<file path="src/rtl/rle_if.sv">
// Sample/word bus between the sampler, the run-length encoder and the sample FIFO.
interface rle_if #(parameter int W = 8);
   logic [W-1:0] dataIn;
   logic         validIn;
   logic [W-1:0] dataOut;
   logic         validOut;

   modport master (output dataIn, output validIn, input dataOut, input validOut);
   modport slave  (input dataIn, input validIn, output dataOut, output validOut);
endinterface

</file>
<file path="src/rtl/rle_encoder.sv">
// Run-length encoder: value word {0,sample[W-2:0]} followed by count word {1,N}.
// With enable low it is a one-cycle registered pass-through.
module rle_encoder #(
   parameter int SAMPLE_WIDTH = 8
) (
   input  logic clock,
   input  logic reset,
   input  logic enable,
   input  logic clear,
   input  logic flush,
   output logic pending,
   rle_if.slave bus
);

   localparam int CW = SAMPLE_WIDTH - 1;
   localparam logic [CW-1:0] CMAX    = {CW{1'b1}};
   localparam logic [CW-1:0] CNT_ONE = {{(CW-1){1'b0}}, 1'b1};

   logic [CW-1:0]           r_last;
   logic [CW-1:0]           r_cnt;
   logic                    r_first;
   logic                    r_flushPend;
   logic [SAMPLE_WIDTH-1:0] r_hold;
   logic                    r_holdValid;

   logic [CW-1:0]           w_x;
   logic [1:0]              w_nWords;
   logic [SAMPLE_WIDTH-1:0] w_word0;
   logic [SAMPLE_WIDTH-1:0] w_word1;
   logic [CW-1:0]           w_lastNext;
   logic [CW-1:0]           w_cntNext;
   logic                    w_firstNext;
   logic                    w_flushPendNext;

   // Words produced this cycle and the next run state; a flush that collides
   // with a sample is parked until the first idle cycle.
   always_comb begin
      w_x             = bus.dataIn[CW-1:0];
      w_nWords        = 2'd0;
      w_word0         = '0;
      w_word1         = '0;
      w_lastNext      = r_last;
      w_cntNext       = r_cnt;
      w_firstNext     = r_first;
      w_flushPendNext = r_flushPend;
      if (bus.validIn) begin
         if (r_first || (w_x != r_last && r_cnt == '0)) begin
            w_nWords    = 2'd1;
            w_word0     = {1'b0, w_x};
            w_lastNext  = w_x;
            w_cntNext   = '0;
            w_firstNext = 1'b0;
         end else if (w_x != r_last) begin
            w_nWords   = 2'd2;
            w_word0    = {1'b1, r_cnt};
            w_word1    = {1'b0, w_x};
            w_lastNext = w_x;
            w_cntNext  = '0;
         end else if (r_cnt + CNT_ONE != CMAX) begin
            w_cntNext = r_cnt + CNT_ONE;
         end else begin
            w_nWords    = 2'd1;
            w_word0     = {1'b1, CMAX};
            w_cntNext   = '0;
            w_firstNext = 1'b1;
         end
         if (flush) begin
            w_flushPendNext = 1'b1;
         end
      end else if (flush || r_flushPend) begin
         if (r_cnt != '0) begin
            w_nWords = 2'd1;
            w_word0  = {1'b1, r_cnt};
         end
         w_cntNext       = '0;
         w_firstNext     = 1'b1;
         w_flushPendNext = 1'b0;
      end
   end

   // Two-entry output queue: the hold word always drains first, and any word
   // generated in that same cycle takes its place in hold.
   always_ff @(posedge clock or posedge reset) begin
      if (reset) begin
         r_last       <= '0;
         r_cnt        <= '0;
         r_first      <= 1'b1;
         r_flushPend  <= 1'b0;
         r_hold       <= '0;
         r_holdValid  <= 1'b0;
         bus.dataOut  <= '0;
         bus.validOut <= 1'b0;
      end else if (clear) begin
         r_cnt        <= '0;
         r_first      <= 1'b1;
         r_flushPend  <= 1'b0;
         r_holdValid  <= 1'b0;
         bus.validOut <= 1'b0;
      end else if (!enable) begin
         bus.dataOut  <= bus.dataIn;
         bus.validOut <= bus.validIn;
      end else begin
         r_last      <= w_lastNext;
         r_cnt       <= w_cntNext;
         r_first     <= w_firstNext;
         r_flushPend <= w_flushPendNext;
         if (r_holdValid) begin
            bus.dataOut  <= r_hold;
            bus.validOut <= 1'b1;
            r_hold       <= w_word0;
            r_holdValid  <= (w_nWords != 2'd0);
         end else if (w_nWords != 2'd0) begin
            bus.dataOut  <= w_word0;
            bus.validOut <= 1'b1;
            r_hold       <= w_word1;
            r_holdValid  <= (w_nWords == 2'd2);
         end else begin
            bus.validOut <= 1'b0;
         end
      end
   end

   assign pending = (r_cnt != '0) || r_flushPend || r_holdValid;

endmodule

</file>
<file path="src/flat_wrapper.sv">
// flat-port wrapper written by rule: the top's interface ports become plain ports
module rle_encoder_flat 
#(
   parameter int SAMPLE_WIDTH = 8
)
  (clock, reset, enable, clear, flush, pending, bus_dataIn, bus_validIn, bus_dataOut, bus_validOut);
  rle_if #(.W((8))) bus_i ();
  input  logic clock;
  input  logic reset;
  input  logic enable;
  input  logic clear;
  input  logic flush;
  output logic pending;
  input wire logic [$bits(bus_i.dataIn)-1:0] bus_dataIn;
  input wire logic [$bits(bus_i.validIn)-1:0] bus_validIn;
  output wire logic [$bits(bus_i.dataOut)-1:0] bus_dataOut;
  output wire logic [$bits(bus_i.validOut)-1:0] bus_validOut;
  assign bus_i.dataIn = bus_dataIn;
  assign bus_i.validIn = bus_validIn;
  assign bus_dataOut = bus_i.dataOut;
  assign bus_validOut = bus_i.validOut;
  rle_encoder #(.SAMPLE_WIDTH(SAMPLE_WIDTH)) u_core (.clock(clock), .reset(reset), .enable(enable), .clear(clear), .flush(flush), .pending(pending), .bus(bus_i));
endmodule
</file>
<file path="config.mk">
export PLATFORM = sky130hd
export DESIGN_NAME = rle_encoder_flat
export DESIGN_NICKNAME = d
export VERILOG_FILES = /design/src/rtl/rle_if.sv /design/src/rtl/rle_encoder.sv /design/src/flat_wrapper.sv
export SDC_FILE = /design/constraint.sdc
export NUM_CORES = 1
export LEC_CHECK = 0
export CAP_MARGIN = 20
export CORE_ASPECT_RATIO = 0.6
export CORE_UTILIZATION = 51
export CTS_BUF_LIST = sky130_fd_sc_hd__clkbuf_16
export CTS_CLUSTER_DIAMETER = 80
export CTS_CLUSTER_SIZE = 20
export DETAILED_ROUTE_END_ITERATION = 7
export GPL_TIMING_DRIVEN = 1
export HOLD_SLACK_MARGIN = 0.03
export PLACE_DENSITY = 0.74
export SLEW_MARGIN = 40
export SYNTH_ARGS = -nofsm -noshare
export SYNTH_HDL_FRONTEND = slang
export SYNTH_SLANG_ARGS = --single-unit
</file>
<file path="constraint.sdc">
create_clock -name clock -period 2.56 [get_ports clock]
set_clock_uncertainty 0.2 [all_clocks]
set_input_delay 0.512 -clock clock [delete_from_list [all_inputs] [get_ports clock]]
set_output_delay 0.512 -clock clock [all_outputs]
set_load 0.005 [all_outputs]
</file>
==> summary.txt, run 1 <==
Outcome
  • Result of the run: finished, violations left
  • Failing checks: setup timing

Clock tree
  • Clock Root Buffer: clkbuf_16
  • # H-tree levels: 2
  • Number of clock sinks seen by CTS: 34
  • Insertion delay to the later sink of the worst-skew pair: around 0.28 ns
  • CTS tree: built
  • Worst-case clock buffer depth: 2
  • Number of CTS-inserted buffers: 5
  • Clk pin slew, worst setup/hold paths: about 0.06 ns

Job
  • Max Cap Viol: 0

Global route
  • Total GRT Usage: 0.3276
  • Antenna violations before repair: 0
  • Via count of the first global-routing pass: between 2,000 and 2,500
  • Largest net degree at the start of global routing: 35
  • Wire length of the first global-routing pass: roughly 12,000 µm
  • Sum of overflow across all layers after global routing: 0

Logic synthesis
  • Cell types with the largest area share after synthesis: dfrtp_1, o21ai_0, mux2_2
  • Number of instances in the synthesized netlist: 250
  • Number of enable-type register cells in the synthesized netlist: 0
  • Post-synthesis sequential area ratio: 0.3622
  • Top-area cell type share of the netlist area: 0.3511
  • Synth Area per Inst: between 9 and 10 µm²
  • Most area-hungry cell type in the Yosys netlist: dfrtp_1
  • Main flop type after synthesis: dfrtp_1
  • Synth warnings: 0
  • Post-synthesis instance area: between 2000 and 2500 µm²
  • Number of nets produced by synthesis: approximately 270
  • Count of unique library cells instantiated by Yosys: just over 60
  • Post-synthesis async set-or-reset flop share: 1.000
  • Yosys reg bits: 34

Floorplan
  • Y dimension of the die: 54.61 µm
  • Site Rows: 18
  • Die X: around 90 µm
  • Core area: between 4000 and 5000 µm²
  • Die ar.: between 4000 and 5000 µm²
  • Starting Density: 0.5526
  • Number of placed I/O pins: 24

Setup path
  • Startpoint class of the critical path: flop
  • Setup slack on the worst flop-to-flop path: -0.07 ns
  • Start of the worst register-to-register path: u_core.r_cnt[1]$_DFFE_PP0P_
  • Worst setup path category: flop to output port
  • Endpoint of the worst register-to-register path: u_core.bus.dataOut[7]$_DFFE_PP0P_
  • Capture point of the critical path: pending
  • Depth of the worst register-to-register path: 11
  • Cell-by-cell listing of the critical path: inv_2 > ha_1 > or4b_4 > or3_4 > or3_1 > clkbuf_2
  • Master of the slowest instance on the critical path: or4b_4
  • Worst-path fanout max: 2
  • Kind of end point of the critical path: output port
  • CP Launch Point: u_core.r_cnt[1]$_DFFE_PP0P_
  • Worst endpoint required time: between 1.5 and 2 ns
  • Delay of the slowest cell on the worst path: between 0.4 and 0.5 ns
  • Data arrival time of the critical path: ~2.2 ns

Final layout
  • Number of antenna repair diodes: 0
  • Area Overhead vs Synth: 44.31%
  • Layout Cell Area excl Fill: 3395 µm²
  • Layout cell share with drive strength beyond 1: 0.3515
  • Final layout net count: 346

Drt
  • Detailed Route WL: 7652 µm
  • Number of antenna-violating nets in the routed design: 0
  • Vias: between 2,000 and 2,500
  • TritonRoute pass-1 iters: 6
  • Vias per Instance: 6.405
  • Average routed wire per standard cell: between 15 and 20 µm
  • Total DRC errors in the routed layout: 0
  • Number of design-rule violations left by the first detailed-router iteration: 395

STA
  • Period utilisation layout: 1.117
  • Setup violation total in the final timing report: 8
  • Number of max-slew violations in the final report: 0
  • Max Clock Freq: about 350 MHz
  • Endpoints failing hold: 0
  • Minimum clock period: 2.860 ns
  • RSZ-0062 raised after global routing: true
  • Minimum setup slack in the final design: -0.3002 ns
  • Remaining max-slew budget at the tightest pin: 0.5649
  • Slew of the pin with the lowest slew margin: approximately 0.65 ns
  • Setup tns final: -0.5566 ns

Placement
  • Post-detailed-placement half-perimeter wirelength: ~5100 µm
  • Post-DP Area: just under 3000 µm²
  • Routability congestion estimate: roughly 0.94
  • Worst Setup Slack post-DPL: -0.3833 ns
  • Count of input and output buffers: 23

Power
  • Total power density per cell area: 461.3 nW/µm²
  • Leak pwr: around 0.0015 µW
  • Peak ir drop on the vdd network: between 0.0003 and 0.0004 V

Hold path
  • Class of the tightest hold or removal check: flop to flop
sequential cells by signal, summed over array words and instances, names as in the netlist:
signal and cells:
u_core.bus.dataOut 8, u_core.r_hold 8, u_core.r_cnt 7, u_core.r_last 7, u_core.bus.validOut 1, u_core.r_first 1, u_core.r_flushPend 1, u_core.r_holdValid 1
worst min-delay path by stage:
stage / from / to / slack (ns) / depth (start not counted)
floorplan: u_core.r_hold[5]$_DFFE_PP0P_ / u_core.r_hold[5]$_DFFE_PP0P_ / 0.27 / 2
global placement: u_core.r_hold[5]$_DFFE_PP0P_ / u_core.r_hold[5]$_DFFE_PP0P_ / 0.29 / 2
detailed placement: u_core.r_hold[3]$_DFFE_PP0P_ / u_core.r_hold[3]$_DFFE_PP0P_ / 0.30 / 2
CTS: u_core.r_hold[3]$_DFFE_PP0P_ / u_core.r_hold[3]$_DFFE_PP0P_ / 0.31 / 2
global route: u_core.r_last[0]$_DFFE_PP0P_ / u_core.r_last[0]$_DFFE_PP0P_ / 0.34 / 1
finish: u_core.r_hold[3]$_DFFE_PP0P_ / u_core.r_hold[3]$_DFFE_PP0P_ / 0.31 / 2
synth_stat cells (4+ instances only):
cell	count
o21ai_1	4
a21o_1	8
xor2_1	7
nor2_1	11
buf_2	4
a21oi_1	4
nor3b_1	5
mux2_2	8
nand3_1	14
o21ai_0	19
nand2_1	15
mux2i_1	6
and4_1	5
clkbuf_1	8
dfrtp_1	33
inv_1	5
o211ai_1	6
a31oi_1	7
a211oi_1	4
a22o_1	7
and3_1	9
area by class of cell:
cell class	count	area, µm²
Sequential cell	34	852.1
Tap cell	60	75.07
Clock inverter	3	11.26
Fill cell	257	862.1
Timing Repair Buffer	89	788.3
Inverter	8	30.03
Clock buffer	5	125.1
Multi-Input combinational cell	191	1513
layer usage:
metal / track usage / share of wire / vias up / wire length, µm
li1: - / - / 1116 / -
met1: 0.4692 / 0.45 / 1188 / 3410
met2: 0.4899 / 0.42 / 166 / 3232
met3: 0.08597 / 0.11 / 28 / 827
met4: 0.08730 / 0.024 / 0 / 182
met5: 0 / 0 / - / 0
timing repair:
action                                  CTS  global route
pin swaps                                 6            10
gates resized for setup                  22            23
setup buffers                             6             9
hold buffers                              0             0
endpoints found under the setup margin   14            24
cells by family after synthesis:
group                      count (synthesis)  share of synthesized area
xor gates and xnor gates                   8                    0.02979
buffers and inverters                     25                    0.05319
muxes                                     14                    0.06383
DFF                                       34                     0.3622
adders and majority gates                  3                    0.01596
AOI/OAI and AO/OA                         86                     0.2702
and+or+nand+nor                           80                     0.2048
where the power goes:
part | internal [µW] | switching (µW) | leakage, µW
registers | 588 | 42.3 | 0.000437
clock network | 350 | 220 | 0.0000776
logic | 193 | 173 | 0.000993
cells in the final DEF, fill, tap and decap left out, types with 6 or more instances in the layout:
cell             count
mux2i_1              6
o21ai_0             17
nor2_1              11
mux2_2               8
nand3_1             14
clkdlybuf4s50_1     19
dfrtp_1             33
a31oi_1              7
and3_1               7
nand2_1             14
a22o_1               7
inv_1                6
buf_6                7
buf_4               56
o211ai_1             6
a21o_1               8
worst max-delay path: cells and delay by family (launching register included):
kind | cells | cell delay, ns
flip-flops | 1 | 0.39
buffers and inverters | 2 | 0.19
AND/OR/NAND/NOR | 3 | 1.15
adder cells (fa/ha/maj) | 1 | 0.14
metrics by stage:
| step | hold WS, ns | total power, µW | util | instances |
|---|---|---|---|---|
| after floorplan | 0.2664 | 801.7 | - | 250 |
| after global placement | 0.2914 | 954.2 | 0.6984 | 369 |
| after detailed placement | 0.2975 | 964.8 | 0.6984 | 369 |
| after CTS | 0.3096 | 1543 | 0.7622 | 382 |
| after global routing | 0.3373 | 1628 | 0.7975 | 390 |
| final | 0.3134 | 1566 | 0.7975 | 390 |
No activity file was read; power rests on OpenSTA's default activity.
==> run 2, diff against run 1 <==
--- a/config.mk
+++ b/config.mk
@@ -14,6 +14,7 @@
 export DETAILED_ROUTE_END_ITERATION = 7
 export GPL_TIMING_DRIVEN = 1
 export HOLD_SLACK_MARGIN = 0.03
+export MAX_ROUTING_LAYER = met4
 export PLACE_DENSITY = 0.74
 export SLEW_MARGIN = 40
 export SYNTH_ARGS = -nofsm -noshare
==> run 2 against run 1 <==
- the flow still finishes with violations (setup timing)
- non-clock buffer count decreased by 3
- worst hold slack worse by 0.0027 ns
- maximum frequency is 1.7% lower
- sequential cell count stayed put
- critical path depth unchanged
- register-to-register slack barely moved
- critical endpoint unchanged
- sequential power is essentially flat
- critical path type unchanged
- clock power shrank 2%
- global-route usage increased by 0.94 points
- first-iteration DRC count shrank 25%
- largest power group unchanged
- setup slack got worse by 0.048 ns
==> summary.txt, run 2 (synthesis gave the netlist of run 1 again) <==
Outcome
  • Result of the run: finished, violations left
  • Failing checks: setup timing

Power
  • Switching power summed over all nets: roughly 440 µW
  • Portion of total power attributed to sequential cells: 0.403
  • Leak pwr: around 0.0015 µW
  • Peak ir drop on the vdd network: around 0.00036 V
  • Power share of the combinational group: 0.241
  • Proportion of total power due to net switching: 0.2811
  • Clock network power share: 0.356
  • Internal power of the cells: between 1000 and 1500 µW
  • Total power density per cell area: roughly 450 nW/µm²

Global route
  • Total GRT Usage: 0.3370
  • Antenna violations before repair: 0
  • Wire length of the first global-routing pass: around 11,000 µm
  • Largest net degree at the start of global routing: 35
  • Sum of overflow across all layers after global routing: 0
  • Via count of the first global-routing pass: approximately 2,100

Clock tree
  • Worst-case clock buffer depth: 2
  • Number of clock sinks seen by CTS: 34
  • Insertion delay to the later sink of the worst-skew pair: approximately 0.28 ns
  • Number of CTS-inserted buffers: 5
  • Clock Root Buffer: clkbuf_16
  • Number of hold buffers added after CTS: 0
  • CTS tree: built
  • # H-tree levels: 2
  • Clk pin slew, worst setup/hold paths: ~0.05 ns

STA
  • Period utilisation layout: 1.136
  • Minimum setup slack in the final design: -0.3483 ns
  • Max Clock Freq: ~340 MHz
  • Number of max-slew violations in the final report: 0
  • Endpoints failing hold: 0
  • Setup violation total in the final timing report: 6
  • Slew of the pin with the lowest slew margin: about 0.66 ns
  • Worst Hold Margin: just over 0.3 ns
  • Minimum clock period: between 2 and 3 ns
  • Setup tns final: -0.5189 ns
  • Remaining max-slew budget at the tightest pin: 0.5608
  • RSZ-0062 raised after global routing: true

Hold path
  • Class of the tightest hold or removal check: flop to flop

Floorplan
  • Starting Density: 0.5526
  • Number of placed I/O pins: 24
  • Core area: between 4000 and 5000 µm²
  • Site Rows: 18
  • Die X: about 90 µm
  • Y dimension of the die: around 55 µm
  • Die ar.: between 4000 and 5000 µm²

Setup path
  • Kind of end point of the critical path: output port
  • Data arrival time of the critical path: about 2.2 ns
  • Worst-path fanout max: 2
  • Delay of the slowest cell on the worst path: about 0.45 ns
  • Cell-by-cell listing of the critical path: inv_2 > ha_4 > or4b_4 > or3_4 > or3_4 > buf_6
  • Most used cell along the critical path: or3_4
  • Worst endpoint required time: between 1.5 and 2 ns
  • Master of the slowest instance on the critical path: or4b_4
  • Worst setup path category: flop to output port
  • Startpoint class of the critical path: flop

Placement
  • Count of input and output buffers: 23
  • Routability congestion estimate: around 0.97
  • Post-detailed-placement half-perimeter wirelength: roughly 5000 µm

Final layout
  • Area Overhead vs Synth: 47.50%
  • Layout cell share with drive strength beyond 1: 0.3804
  • Most common cell after layout, fill and taps aside: buf_4
  • Leading registers by flop count: u_core.bus.dataOut: 8 flops, u_core.r_hold: 8 flops
  • Number of antenna repair diodes: 0
  • Final layout net count: between 300 and 400
  • Most frequent cells in the layout: buf_4, dfrtp_1, clkdlybuf4s50_1, o21ai_0, nand2_1

Drt
  • Vias: 2,554
  • Total DRC errors in the routed layout: 0
  • Detailed Route WL: roughly 8100 µm
  • Average routed wire per standard cell: around 21 µm
  • TritonRoute pass-1 iters: 5
  • Number of antenna-violating nets in the routed design: 0
  • Vias per Instance: 6.617
  • Number of design-rule violations left by the first detailed-router iteration: 297

Job
  • Max Cap Viol: 0
-- run 2: cell count changes in the layout (fill, tap and decap cells not counted), sizes merged --
cell          previous run  this run
buf                     66        64
clkbuf                   6         5
dlygate4sd2              1         0
dlymetal6s2s             2         3
inv                      8         7
-- run 2: cell type report --
cell class / count / area (µm²)
clock buffers: 5 / 125.1
fillers: 239 / 787.0
clock inverters: 2 / 7.507
flip-flops and latches: 34 / 852.1
well taps: 60 / 75.07
repair buffers: 86 / 759.5
inverters: 8 / 30.03
multi-input cells: 191 / 1620
-- run 2: power groups by stage --
stage / combinational [µW] / clock (µW) / sequential [µW]
after global routing: 405 / 589 / 638
after detailed placement: 328 / 0 / 636
after floorplan: 176 / 0 / 625
final: 379 / 560 / 634
after CTS: 339 / 564 / 628
after global placement: 324 / 0 / 631
-- run 2: routing by layer --
layer  part of all wire  vias up  wire length, µm  GRT usage
met5                  0        -                0          -
met4              0.043        0              346     0.1190
met3               0.11       53              920    0.07089
met2               0.42      186             3401     0.4634
met1               0.42     1207             3398     0.4855
li1                   -     1108                -          -
-- run 2: repair_timing --
| action | in CTS | in global routing |
|---|---|---|
| setup endpoints to repair | 19 | 26 |
| resized for setup | 26 | 38 |
| pin swaps | 10 | 25 |
| gates cloned | 1 | 0 |
| setup buffers | 1 | 11 |
-- run 2: worst paths after layout --
check	startpoint	end	slack, ns	cells after the start
setup / recovery	u_core.r_cnt[0]$_DFFE_PP0P_	pending	-0.35	6
hold / removal	u_core.r_hold[6]$_DFFE_PP0P_	u_core.r_hold[6]$_DFFE_PP0P_	0.31	2
max in group asynchronous	reset	u_core.r_first$_DFFE_PP1P_	1.37	3
min in group asynchronous	reset	u_core.bus.dataOut[0]$_DFFE_PP0P_	0.44	3
hold reg to reg	u_core.r_hold[6]$_DFFE_PP0P_	u_core.r_hold[6]$_DFFE_PP0P_	0.31	2
setup reg to reg	u_core.r_cnt[0]$_DFFE_PP0P_	u_core.bus.dataOut[1]$_DFFE_PP0P_	-0.06	9
-- run 2: per-stage QoR --
step	setup slack, ns	utilization	area, µm²	total power (µW)	std cells
2_1_floorplan	-0.07329	-	2352	801.7	250
4_1_cts	-0.3402	0.7540	3209	1531	378
6_report	-0.3483	0.8151	3470	1573	386
3_3_place_gp	-0.3473	0.6984	2973	954.6	369
5_1_grt	-0.4150	0.8151	3470	1631	386
3_5_place_dp	-0.3863	0.6984	2973	963.2	369
-- run 2: critical path: cells and delay by family (launching register included) --
kind | cells | cell delay (ns)
flops | 1 | 0.39
fa+ha+maj | 1 | 0.13
buf+inv | 2 | 0.20
simple gates | 3 | 1.20
==> run 3, diff against run 2 <==
--- a/config.mk
+++ b/config.mk
@@ -9,13 +9,13 @@
 export CORE_ASPECT_RATIO = 0.6
 export CORE_UTILIZATION = 51
 export CTS_BUF_LIST = sky130_fd_sc_hd__clkbuf_16
-export CTS_CLUSTER_DIAMETER = 80
+export CTS_CLUSTER_DIAMETER = 200
 export CTS_CLUSTER_SIZE = 20
 export DETAILED_ROUTE_END_ITERATION = 7
 export GPL_TIMING_DRIVEN = 1
 export HOLD_SLACK_MARGIN = 0.03
 export MAX_ROUTING_LAYER = met4
-export PLACE_DENSITY = 0.74
+export PLACE_DENSITY = 0.82
 export SLEW_MARGIN = 40
 export SYNTH_ARGS = -nofsm -noshare
 export SYNTH_HDL_FRONTEND = slang
==> run 3 against run 2 <==
- the flow still finishes with violations (setup timing)
- total power up 1.2%
- clock power up 5.2%
- sequential power down 1%
- critical path type unchanged
- highest routed layer unchanged
==> summary.txt, run 3 (synthesis gave the netlist of run 1 again) <==
Outcome
  • Result of the run: finished, violations left
  • Failing checks: setup timing

Power
  • Peak ir drop on the vdd network: between 0.0004 and 0.0005 V
  • Leak pwr: between 0.001 and 0.0015 µW
  • Portion of total power attributed to sequential cells: 0.394
  • Switching power summed over all nets: between 400 and 500 µW
  • Power share of the combinational group: 0.236
  • Total power density per cell area: roughly 470 nW/µm²
  • Internal power of the cells: roughly 1100 µW
  • Proportion of total power due to net switching: 0.2915
  • Clock network power share: 0.370

Setup path
  • Dominant delay contributor by cell family on the critical path: simple AND/OR/NAND/NOR gates
  • Stages on the worst setup path: 6
  • Capture point of the critical path: pending
  • Kind of end point of the critical path: output port
  • Start of the worst register-to-register path: u_core.r_cnt[0]$_DFFE_PP0P_
  • Worst-path fanout max: 2
  • Master of the slowest instance on the critical path: or4b_4
  • Data arrival time of the critical path: 2.17 ns
  • CP Launch Point: u_core.r_cnt[0]$_DFFE_PP0P_
  • Endpoint of the worst register-to-register path: u_core.bus.dataOut[1]$_DFFE_PP0P_
  • Sum of buffers and inverters on the critical path: 2
  • Setup slack on the worst flop-to-flop path: -0.22 ns
  • Delay of the slowest cell on the worst path: between 0.4 and 0.5 ns
  • Cell-by-cell listing of the critical path: inv_2 > ha_4 > or4b_4 > or3_4 > or3_1 > buf_2
  • Depth of the worst register-to-register path: 10
  • Startpoint class of the critical path: flop
  • Worst setup path category: flop to output port
  • Worst endpoint required time: approximately 1.9 ns

Clock tree
  • Clock Root Buffer: clkbuf_16
  • # H-tree levels: 2
  • Clk pin slew, worst setup/hold paths: 0.06 ns
  • Number of hold buffers added after CTS: 0
  • Number of CTS-inserted buffers: 5
  • Insertion delay to the later sink of the worst-skew pair: just under 0.3 ns
  • CTS tree: built
  • Worst-case clock buffer depth: 2
  • Number of clock sinks seen by CTS: 34

STA
  • RSZ-0062 raised after global routing: true
  • Endpoints failing hold: 0
  • Worst Hold Margin: ~0.32 ns
  • Period utilisation layout: 1.126
  • Max Clock Freq: 346.8 MHz
  • Remaining max-slew budget at the tightest pin: 0.6068
  • Number of max-slew violations in the final report: 0
  • Setup violation total in the final timing report: 17
  • Minimum clock period: around 2.9 ns
  • Slew of the pin with the lowest slew margin: ~0.6 ns
  • Minimum setup slack in the final design: -0.3234 ns

Placement
  • Count of input and output buffers: 23
  • Cell count after placement: about 370
  • Routability congestion estimate: 0.9729
  • Post-detailed-placement half-perimeter wirelength: 5107 µm
  • Worst Setup Slack post-DPL: -0.4596 ns

Global route
  • Total GRT Usage: 0.3280
  • Antenna violations before repair: 0
  • Sum of overflow across all layers after global routing: 0
  • GR peak layer: met1
  • Global Route met3 Usage: 0.05279
  • Via count of the first global-routing pass: 2,065
  • Met1 GRT Util: 0.5028
  • Met2 layer usage reported by global route: 0.4419
  • Largest net degree at the start of global routing: 35
  • Wire length of the first global-routing pass: about 11,000 µm

Drt
  • Detailed Route WL: between 7000 and 8000 µm
  • Vias: approximately 2,500
  • Average routed wire per standard cell: slightly above 20 µm
  • Vias per Instance: 6.552
  • TritonRoute pass-1 iters: 7
  • Total DRC errors in the routed layout: 0
  • Number of antenna-violating nets in the routed design: 0
  • Number of design-rule violations left by the first detailed-router iteration: 320

Final layout
  • Final standard cell utilization of the core: 0.7901
  • Fill cell count: 271
  • Layout cell share with drive strength beyond 1: 0.3580
  • Area Overhead vs Synth: 42.98%
  • Most common cell after layout, fill and taps aside: buf_4
  • Leading registers by flop count: u_core.bus.dataOut: 8 flops, u_core.r_hold: 8 flops
  • Number of antenna repair diodes: 0
  • Post-route insts no fill: 384
  • Final layout net count: 340
  • Most frequent cells in the layout: buf_4, dfrtp_1, clkdlybuf4s50_1, o21ai_0, nand3_1

Floorplan
  • Die X: ~90 µm
  • Core area: 4257 µm²
  • Y dimension of the die: between 50 and 60 µm
  • Starting Density: 0.5526
  • Site Rows: 18
  • Die ar.: a little under 5000 µm²
  • Number of placed I/O pins: 24

Job
  • Max Cap Viol: 0

Hold path
  • Class of the tightest hold or removal check: flop to flop
## run 3: cell count changes in the layout (fill, tap and decap cells not counted), sizes merged
cell	change
buf	-3
dlymetal6s2s	-3
clkinv	+2
dlygate4sd2	+2
clkdlybuf4s50	+1
inv	-1
## run 3: cell type report
cell class                 count  area, µm²  share of cell area
multi-input combinational    191       1556              0.4628
sequential                    34      852.1              0.2533
timing repair buffer          83      711.9              0.2117
clock buffer                   5      125.1             0.03720
tap                           60      75.07             0.02232
inverter                       8      30.03            0.008929
clock inverter                 3      12.51            0.003720
## run 3: timing repair
| action | in CTS | in global routing |
|---|---|---|
| buffers inserted | 5 | 6 |
| gates cloned | 0 | 1 |
| endpoints found under the setup margin | 23 | 23 |
| resized for setup | 25 | 32 |
| pin swaps | 11 | 24 |
## run 3: worst min path at each step
| stage | startpoint | endpoint | slack (ns) | depth (start not counted) |
|---|---|---|---|---|
| 6_report | u_core.r_hold[4]$_DFFE_PP0P_ | u_core.r_hold[4]$_DFFE_PP0P_ | 0.32 | 2 |
| 5_1_grt | u_core.r_hold[5]$_DFFE_PP0P_ | u_core.r_hold[5]$_DFFE_PP0P_ | 0.34 | 2 |
| 4_1_cts | u_core.r_hold[5]$_DFFE_PP0P_ | u_core.r_hold[5]$_DFFE_PP0P_ | 0.31 | 2 |
| 3_5_place_dp | u_core.r_hold[5]$_DFFE_PP0P_ | u_core.r_hold[5]$_DFFE_PP0P_ | 0.30 | 2 |
| 3_3_place_gp | u_core.r_hold[5]$_DFFE_PP0P_ | u_core.r_hold[5]$_DFFE_PP0P_ | 0.29 | 2 |
| 2_1_floorplan | u_core.r_hold[5]$_DFFE_PP0P_ | u_core.r_hold[5]$_DFFE_PP0P_ | 0.27 | 2 |
## run 3: routing by layer
layer	up-vias	share of wire
met1	1193	0.44
met2	199	0.42
met3	27	0.12
met4	0	0.020
li1	1097	-
met5	-	0
## run 3: metrics by stage
step | cell area, µm² | total power [µW] | setup TNS (ns)
after CTS | 3204 | 1563 | -0.7772
after global placement | 2965 | 959.9 | -6.771
after global routing | 3363 | 1640 | -3.301
final | 3363 | 1592 | -1.694
after floorplan | 2352 | 801.7 | -0.07329
after detailed placement | 2965 | 971.0 | -8.927
## run 3: tightest hold or removal path, delay by kind of cell (launching register included)
family | cells | cell delay [ns]
DFF | 1 | 0.35
muxes | 1 | 0.06
AOI/OAI and AO/OA | 1 | 0.07
## run 3: power groups by stage
stage	sequential, µW	clock, µW	combinational [µW]
CTS	625	587	350
detailed placement	631	0	340
global placement	628	0	332
global route	633	605	402
floorplan	625	0	176
finish	627	589	376
